==> src/rtl/rmt_input_arbiter.sv <==
// Two-port packet-granular round-robin AXI4-Stream arbiter in front of the
// RMT pipeline; registered output, per-port accepted-packet counters.
module rmt_input_arbiter #(
    parameter int C_S_AXIS_DATA_WIDTH  = 256,
    parameter int C_S_AXIS_TUSER_WIDTH = 128
) (
    input  logic                              clk,
    input  logic                              aresetn,
    input  logic [C_S_AXIS_DATA_WIDTH-1:0]    s0_axis_tdata,
    input  logic [C_S_AXIS_DATA_WIDTH/8-1:0]  s0_axis_tkeep,
    input  logic [C_S_AXIS_TUSER_WIDTH-1:0]   s0_axis_tuser,
    input  logic                              s0_axis_tvalid,
    input  logic                              s0_axis_tlast,
    output logic                              s0_axis_tready,
    input  logic [C_S_AXIS_DATA_WIDTH-1:0]    s1_axis_tdata,
    input  logic [C_S_AXIS_DATA_WIDTH/8-1:0]  s1_axis_tkeep,
    input  logic [C_S_AXIS_TUSER_WIDTH-1:0]   s1_axis_tuser,
    input  logic                              s1_axis_tvalid,
    input  logic                              s1_axis_tlast,
    output logic                              s1_axis_tready,
    output logic [C_S_AXIS_DATA_WIDTH-1:0]    m_axis_tdata,
    output logic [C_S_AXIS_DATA_WIDTH/8-1:0]  m_axis_tkeep,
    output logic [C_S_AXIS_TUSER_WIDTH-1:0]   m_axis_tuser,
    output logic                              m_axis_tlast,
    output logic                              m_axis_tvalid,
    input  logic                              m_axis_tready,
    output logic [31:0]                       pkt_cnt0,
    output logic [31:0]                       pkt_cnt1
);

    localparam int DW = C_S_AXIS_DATA_WIDTH;
    localparam int KW = C_S_AXIS_DATA_WIDTH / 8;
    localparam int UW = C_S_AXIS_TUSER_WIDTH;

    typedef enum logic [1:0] {
        IDLE = 2'd0,
        PKT0 = 2'd1,
        PKT1 = 2'd2
    } state_e;

    state_e          state_q, state_d;
    logic            last_q, last_d;
    logic [DW-1:0]   m_tdata_q, m_tdata_d;
    logic [KW-1:0]   m_tkeep_q, m_tkeep_d;
    logic [UW-1:0]   m_tuser_q, m_tuser_d;
    logic            m_tlast_q, m_tlast_d;
    logic            m_tvalid_q, m_tvalid_d;
    logic [31:0]     pkt_cnt0_q, pkt_cnt0_d;
    logic [31:0]     pkt_cnt1_q, pkt_cnt1_d;

    logic            gnt_vld;
    logic            gnt_port;
    logic            pref_vld;
    logic            other_vld;
    logic            slot_free;
    logic            acc0;
    logic            acc1;
    logic            acc_last;

    // The port that did not finish the previous packet is preferred in IDLE.
    assign pref_vld  = last_q ? s0_axis_tvalid : s1_axis_tvalid;
    assign other_vld = last_q ? s1_axis_tvalid : s0_axis_tvalid;

    // State register plus pointer, output register and counters.
    always_ff @(posedge clk) begin
        if (!aresetn) begin
            state_q    <= IDLE;
            last_q     <= 1'b1;
            m_tdata_q  <= '0;
            m_tkeep_q  <= '0;
            m_tuser_q  <= '0;
            m_tlast_q  <= 1'b0;
            m_tvalid_q <= 1'b0;
            pkt_cnt0_q <= '0;
            pkt_cnt1_q <= '0;
        end else begin
            state_q    <= state_d;
            last_q     <= last_d;
            m_tdata_q  <= m_tdata_d;
            m_tkeep_q  <= m_tkeep_d;
            m_tuser_q  <= m_tuser_d;
            m_tlast_q  <= m_tlast_d;
            m_tvalid_q <= m_tvalid_d;
            pkt_cnt0_q <= pkt_cnt0_d;
            pkt_cnt1_q <= pkt_cnt1_d;
        end
    end

    // Grant: owner port mid-packet, otherwise round-robin among valid ports.
    always_comb begin
        gnt_vld  = 1'b0;
        gnt_port = 1'b0;
        unique case (state_q)
            PKT0: begin
                gnt_vld  = 1'b1;
                gnt_port = 1'b0;
            end
            PKT1: begin
                gnt_vld  = 1'b1;
                gnt_port = 1'b1;
            end
            default: begin
                if (pref_vld) begin
                    gnt_vld  = 1'b1;
                    gnt_port = ~last_q;
                end else if (other_vld) begin
                    gnt_vld  = 1'b1;
                    gnt_port = last_q;
                end
            end
        endcase
    end

    assign slot_free      = !m_tvalid_q || m_axis_tready;
    assign s0_axis_tready = gnt_vld && !gnt_port && slot_free;
    assign s1_axis_tready = gnt_vld && gnt_port && slot_free;
    assign acc0           = s0_axis_tvalid && s0_axis_tready;
    assign acc1           = s1_axis_tvalid && s1_axis_tready;
    assign acc_last       = acc0 ? s0_axis_tlast : s1_axis_tlast;

    // Next state: a tlast accept always returns to IDLE and moves the pointer.
    always_comb begin
        state_d = state_q;
        last_d  = last_q;
        if (acc0 || acc1) begin
            if (acc_last) begin
                state_d = IDLE;
                last_d  = acc1;
            end else begin
                state_d = acc1 ? PKT1 : PKT0;
            end
        end
    end

    // Output register load/hold/drain and per-port packet counters.
    always_comb begin
        m_tdata_d  = m_tdata_q;
        m_tkeep_d  = m_tkeep_q;
        m_tuser_d  = m_tuser_q;
        m_tlast_d  = m_tlast_q;
        m_tvalid_d = m_tvalid_q;
        if (acc0) begin
            m_tdata_d  = s0_axis_tdata;
            m_tkeep_d  = s0_axis_tkeep;
            m_tuser_d  = s0_axis_tuser;
            m_tlast_d  = s0_axis_tlast;
            m_tvalid_d = 1'b1;
        end else if (acc1) begin
            m_tdata_d  = s1_axis_tdata;
            m_tkeep_d  = s1_axis_tkeep;
            m_tuser_d  = s1_axis_tuser;
            m_tlast_d  = s1_axis_tlast;
            m_tvalid_d = 1'b1;
        end else if (slot_free) begin
            m_tvalid_d = 1'b0;
        end
        pkt_cnt0_d = pkt_cnt0_q + 32'(acc0 && s0_axis_tlast);
        pkt_cnt1_d = pkt_cnt1_q + 32'(acc1 && s1_axis_tlast);
    end

    assign m_axis_tdata  = m_tdata_q;
    assign m_axis_tkeep  = m_tkeep_q;
    assign m_axis_tuser  = m_tuser_q;
    assign m_axis_tlast  = m_tlast_q;
    assign m_axis_tvalid = m_tvalid_q;
    assign pkt_cnt0      = pkt_cnt0_q;
    assign pkt_cnt1      = pkt_cnt1_q;

endmodule

==> config.mk <==
export PLATFORM = sky130hd
export DESIGN_NAME = rmt_input_arbiter
export DESIGN_NICKNAME = d
export VERILOG_FILES = /design/src/rtl/rmt_input_arbiter.sv
export SDC_FILE = /design/constraint.sdc
export NUM_CORES = 1
export LEC_CHECK = 0
export CAP_MARGIN = 15
export CORE_AREA = 2 2 516 518
export CTS_CLUSTER_SIZE = 16
export DETAILED_ROUTE_END_ITERATION = 8
export DIE_AREA = 0 0 518 520
export DONT_BUFFER_PORTS = 1
export GPL_TIMING_DRIVEN = 0
export SETUP_SLACK_MARGIN = 0.2
export SLEW_MARGIN = 20
export SYNTH_ARGS = -nofsm -noshare
export SYNTH_HDL_FRONTEND = slang
export SYNTH_SLANG_ARGS = --single-unit
==> constraint.sdc <==
create_clock -name clk -period 4.4 [get_ports clk]
set_input_delay 0.88 -clock clk [delete_from_list [all_inputs] [get_ports clk]]
set_output_delay 0.88 -clock clk [all_outputs]
set_load 0.005 [all_outputs]
Word-level counts from Yosys, hierarchy flattened
Index checks and enable logic that the tools add are counted.

Register bits: 485. Latch bits: 0. Memory bits (writable): 0. Memory bits (read-only): 0. Bits of input ports: 839. Output and inout bits: 484. Logic and storage cells: 52. Memories kept: 0.

$add $sub $neg: 2. $mul: 0. Divide/modulo/power cells: 0. Magnitude comparators: 0. Eq/ne operators: 2. Shift-type cells: 0. Muxes and demuxes: 22. Bitwise gates (word level): 1. Reduce and logical (&&, ||, !) cells: 16.

Operators with widths (number): 2-to-1 mux 256 bit (2); 2-to-1 mux 128 bit (2); adder 32 x 1 -> 32 bit (2); 2-to-1 mux 32 bit (2); 2-to-1 mux 1 bit (13); logical AND 1 bit (8); 2-to-1 mux 2 bit (2); nonzero test 3 bit (1); == test 2 x 1 -> 1 bit, second input constant (1); == test 2 bit, second input constant (1); logical NOT 1 bit (2); logical OR 1 bit (2); one-hot mux 1 bit (2 select lines) (1); AND reduction 2 bit (1); nonzero test 2 bit (1); OR reduction 2 bit (1); inverter 1 bit (1).

Logic depth before layout (Yosys ltp)
Word-level depth: 10. Depth in mapped cells: 15. Mapped depth without buffers: 12.

Least setup slack after synthesis
No wires, ideal clock.

Kind: input port to flip-flop. From: input port m_axis_tready. To: register pkt_cnt1_q[26] (netlist: pkt_cnt1[26]). Setup time: 0.070 ns. Arrival: 3.460 ns. Data required time: 4.330 ns. Setup slack: 0.869 ns. Cell stages on the path: 12. Path buffers: 2. Cell sequence: nor2b_1 > a311oi_1 > buf_2 > nand2_1 > inv_1 > ha_1 > ha_1 > nand3_1 > or4_1 > buf_2 > or4_1 > a21oi_1.

Word-level cells in the longest chain between the ends: 5.

Ends and longest elaborated chain: from (decl) (line 26) `input logic m_axis_tready,`; logical OR 1 bit (line 114) `assign slot_free = !m_tvalid_q || m_axis_tready;`; logical AND 1 bit (line 116) `assign s1_axis_tready = gnt_vld && gnt_port && slot_free;`; logical AND 1 bit (line 118) `assign acc1 = s1_axis_tvalid && s1_axis_tready;`; logical AND 1 bit (line 158) `pkt_cnt1_d = pkt_cnt1_q + 32'(acc1 && s1_axis_tlast);`; adder 32 x 1 -> 32 bit (line 158); to (signal assigned) (line 85) `pkt_cnt1_q <= pkt_cnt1_d;`; to (decl) (line 49) `logic [31:0] pkt_cnt1_q, pkt_cnt1_d;`.

Every way passes these cells. A chain may end at the register's enable or synchronous reset.

Final worst setup path
From: register state_q[1]. To: register m_tdata_q[82] (netlist: m_axis_tdata[82]).

Word-level cells in the longest chain between the ends: 7. Elaborated cells on any way between the ends: 14. Classes of those cells: eq/ne (2); mux (3); reduce/logical (9).

Ends and longest elaborated chain: from (decl) (line 41) `state_e state_q, state_d;`; from (signal assigned) (line 77) `state_q <= state_d;`; == test 2 bit / == test 2 x 1 -> 1 bit (equally long branches) (line 93) `unique case (state_q)`; one-hot mux 1 bit (2 select lines) / OR reduction 2 bit (equally long branches); logical NOT 1 bit / 2-to-1 mux 1 bit (equally long branches) (line 115, 93); logical AND 1 bit, on equally long branches (2 in a row) (line 115, 116); logical AND 1 bit, on equally long branches (line 117, 118); 2-to-1 mux 256 bit / nonzero test 2 bit (equally long branches); to (signal assigned) (line 79) `m_tdata_q <= m_tdata_d;`; to (decl) (line 43) `logic [DW-1:0] m_tdata_q, m_tdata_d;`.

Several ways; a longest one is shown, not always the timed one.

==> metrics.txt <==
pin count of the biggest net entering global routing 16; hold_sp s1_axis_tdata[95]; All-Layer GR Usage 17.2%; share of cells above drive strength 1 5.68%; synthesized area 20200 µm²; # rows 189; final core utilization 10.4%; Fillers 31000; reg-to-reg startpoint state_q[1]; r2r worst-path depth 9; WP data required 5.01 ns; Worst Skew 0.0683 ns; first-pass iteration count of the detailed router 6; number of synthesized flops with an enable pin 0; first-pass GRT wire length 289000 µm; CP Max Fanout 11; # DRC 0; CP Capture Type flip-flop; Ys Warns 0; Tightest Hold Check Type in2reg; Pwr Density 501 nW/µm²; Vias 24400; Slew Viols, Final 0; clock buffer depth 4; initial antenna violation count 273; CP Class reg2reg; RSZ-0062 raised after global routing no; Clock transition at path regs 0.07 ns; fmax 244 MHz; Layout Cells excl Fill 6493; Compound-Gate Fraction of Synth Area 25.5%; Synth Area in Simple Gates 19.9%; Setup Slack @ Placement -0.960 ns; Final #Nets 3617; worst skew pair latency 0.76 ns; clock root cell clkbuf_16; Remaining Overflow, GRT 0; Main synth FF type dfxtp_1; Register Area 9710 µm²; Mapped Cells 2687; H-tree depth 3; Routed WL 243000 µm; antenna-violating nets left 0; area grow syn2layout 36.4%; hold buffers post-CTS 0; Top-Level Pins 1323; leakage 8.20 nW; Total Power 13.8 mW; DIE AREA 269000 µm²; Area after DPL 25000 µm²; final instance area 27600 µm²; Critical Path Source Type flip-flop; final hold vios 0; via/cell ratio 3.76; post-DP HPWL 216000 µm; Sink Count 485; WHS Path Cells 2; crit path DAT 4.70 ns; Synth Area in XOR/XNOR 1.04%; Post-Place Cells 6232; minimum clock period 4.09 ns; Netlist cell types 41; CTS tree built; adder-cell share of the synthesized area 0.433%; footprint of the multi-input gates 9530 µm²; Worst Max-Slew Pin Slew 1.23 ns; Port Buffers 0; largest family of logic cells by synthesized area compound AO/OA/AOI/OAI gates; post-synthesis mux area share 0.149%; slack of the critical path 0.305 ns; Worst VDD drop 0.000288 V; core area 264000 µm²; Syn Nets 3533; max_cap viols 0; register area share after synthesis 48.1%; #FFs+latches synth 485; status finished clean; synthesized area per cell 7.52 µm²; vias in the first global route 21400; setup violators final 0; GPL Wtd Cong 1.09; Initial DRC Count 2484; Die X-Extent 518 µm; Crit. Startpoint state_q[1]; FFs w/ async S/R, synth 0%; final period utilization 93.1%; slew margin rel. 18.1%; Die H 520 µm; DR WL/cell 37.4 µm; Initial Util 7.66%; Num CTS Buffers 71
power by group:
| group | internal [mW] | switching (mW) |
|---|---|---|
| Combinational | 0.538 | 1.68 |
| Sequential | 4.86 | 0.975 |
| Clock | 3.29 | 2.45 |
| Total | 8.69 | 5.10 |
worst paths after layout:
check	to	slack (ns)
setup / recovery	m_axis_tdata[82]	0.31
hold / removal	m_axis_tdata[95]	0.27
setup reg to reg	m_axis_tdata[82]	0.31
hold reg to reg	m_axis_tdata[66]	0.50
metrics by stage:
stage	TNS [ns]	hold slack, ns
floorplan	0	0.452
global placement	-842.26	0.478
detailed placement	-11.68	0.487
CTS	0	0.177
global route	0	0.218
finish	0	0.267
Yosys cell counts, drive strengths merged (2+ instances only):
| master | count | area share (%) |
|---|---|---|
| inv | 17 | 0.32 |
| a21oi | 33 | 0.82 |
| nand2b | 8 | 0.25 |
| or4 | 15 | 0.58 |
| o41ai | 2 | 0.087 |
| nor4 | 6 | 0.22 |
| mux2i | 3 | 0.15 |
| nor3 | 9 | 0.22 |
| xor2 | 5 | 0.22 |
| o21ai | 437 | 11 |
| o311ai | 2 | 0.087 |
| and2 | 4 | 0.12 |
| buf | 13 | 0.28 |
| or3 | 19 | 0.59 |
| and3 | 5 | 0.15 |
| xnor2 | 19 | 0.82 |
| ha | 7 | 0.43 |
| nand3 | 20 | 0.50 |
| a31oi | 419 | 13 |
| nand2 | 855 | 16 |
| o31ai | 11 | 0.41 |
| dfxtp | 485 | 48 |
| nor2 | 29 | 0.54 |
| nand4 | 16 | 0.57 |
| and4 | 3 | 0.13 |
| clkbuf | 235 | 4.4 |
critical path, cell delays in order (launching register included):
cell and delay [ns]:
dfxtp_1 0.34, ha_2 0.42, nand2_1 0.08, o2111ai_1 0.17
clkbuf_4 0.36, buf_16 0.18, clkbuf_2 0.47, clkbuf_1 0.90
o21ai_0 0.64, a31oi_1 0.32
logic make-up after synthesis:
group	Yosys count
AO/OA/AOI/OAI	911
XOR/XNOR	24
adder cells (fa/ha/maj)	7
buffers and inverters	265
flip-flops	485
multiplexers	3
AND/OR/NAND/NOR	992
timing repair:
item,CTS,global route
setup endpoints to repair,30,4
buffers inserted,1,0
gates resized for setup,7,2
gates cloned,0,0
pin swaps,1,0
area by class of cell:
class	count	area share, %
Tap cell	3533	16.0
Timing Repair Buffer	13	1.05
Clock inverter	18	0.586
Inverter	17	0.232
Clock buffer	102	7.42
Antenna cell	142	1.29
Buffer	246	3.55
Multi-Input combinational cell	1937	34.6
Sequential cell	485	35.2
routing by layer:
| metal | vias to the layer above | track usage [%] | part of all wire [%] |
|---|---|---|---|
| met5 | - | 0.895 | 0.49 |
| met4 | 172 | 9.50 | 6.2 |
| met3 | 720 | 10.6 | 15 |
| met2 | 2148 | 26.2 | 43 |
| met1 | 11500 | 18.1 | 35 |
| li1 | 9798 | - | - |
placed cells by master (no fill, tap or decap), types with 26 or more instances in the layout:
master	n
dfxtp_1	485
nand2_1	854
a21oi_1	33
clkbuf_1	221
nor2_1	28
diode_2	142
clkbuf_2	26
a31oi_1	419
o21ai_0	430
clkbuf_16	72
registers in the layout (all words and copies together) (netlist names):
signal and count:
state_q 2, m_axis_tvalid 1, m_axis_tdata 256, m_axis_tuser 128, pkt_cnt1 32, m_axis_tlast 1
last_q 1, pkt_cnt0 32, m_axis_tkeep 32
No activity file was read; power rests on OpenSTA's default activity.
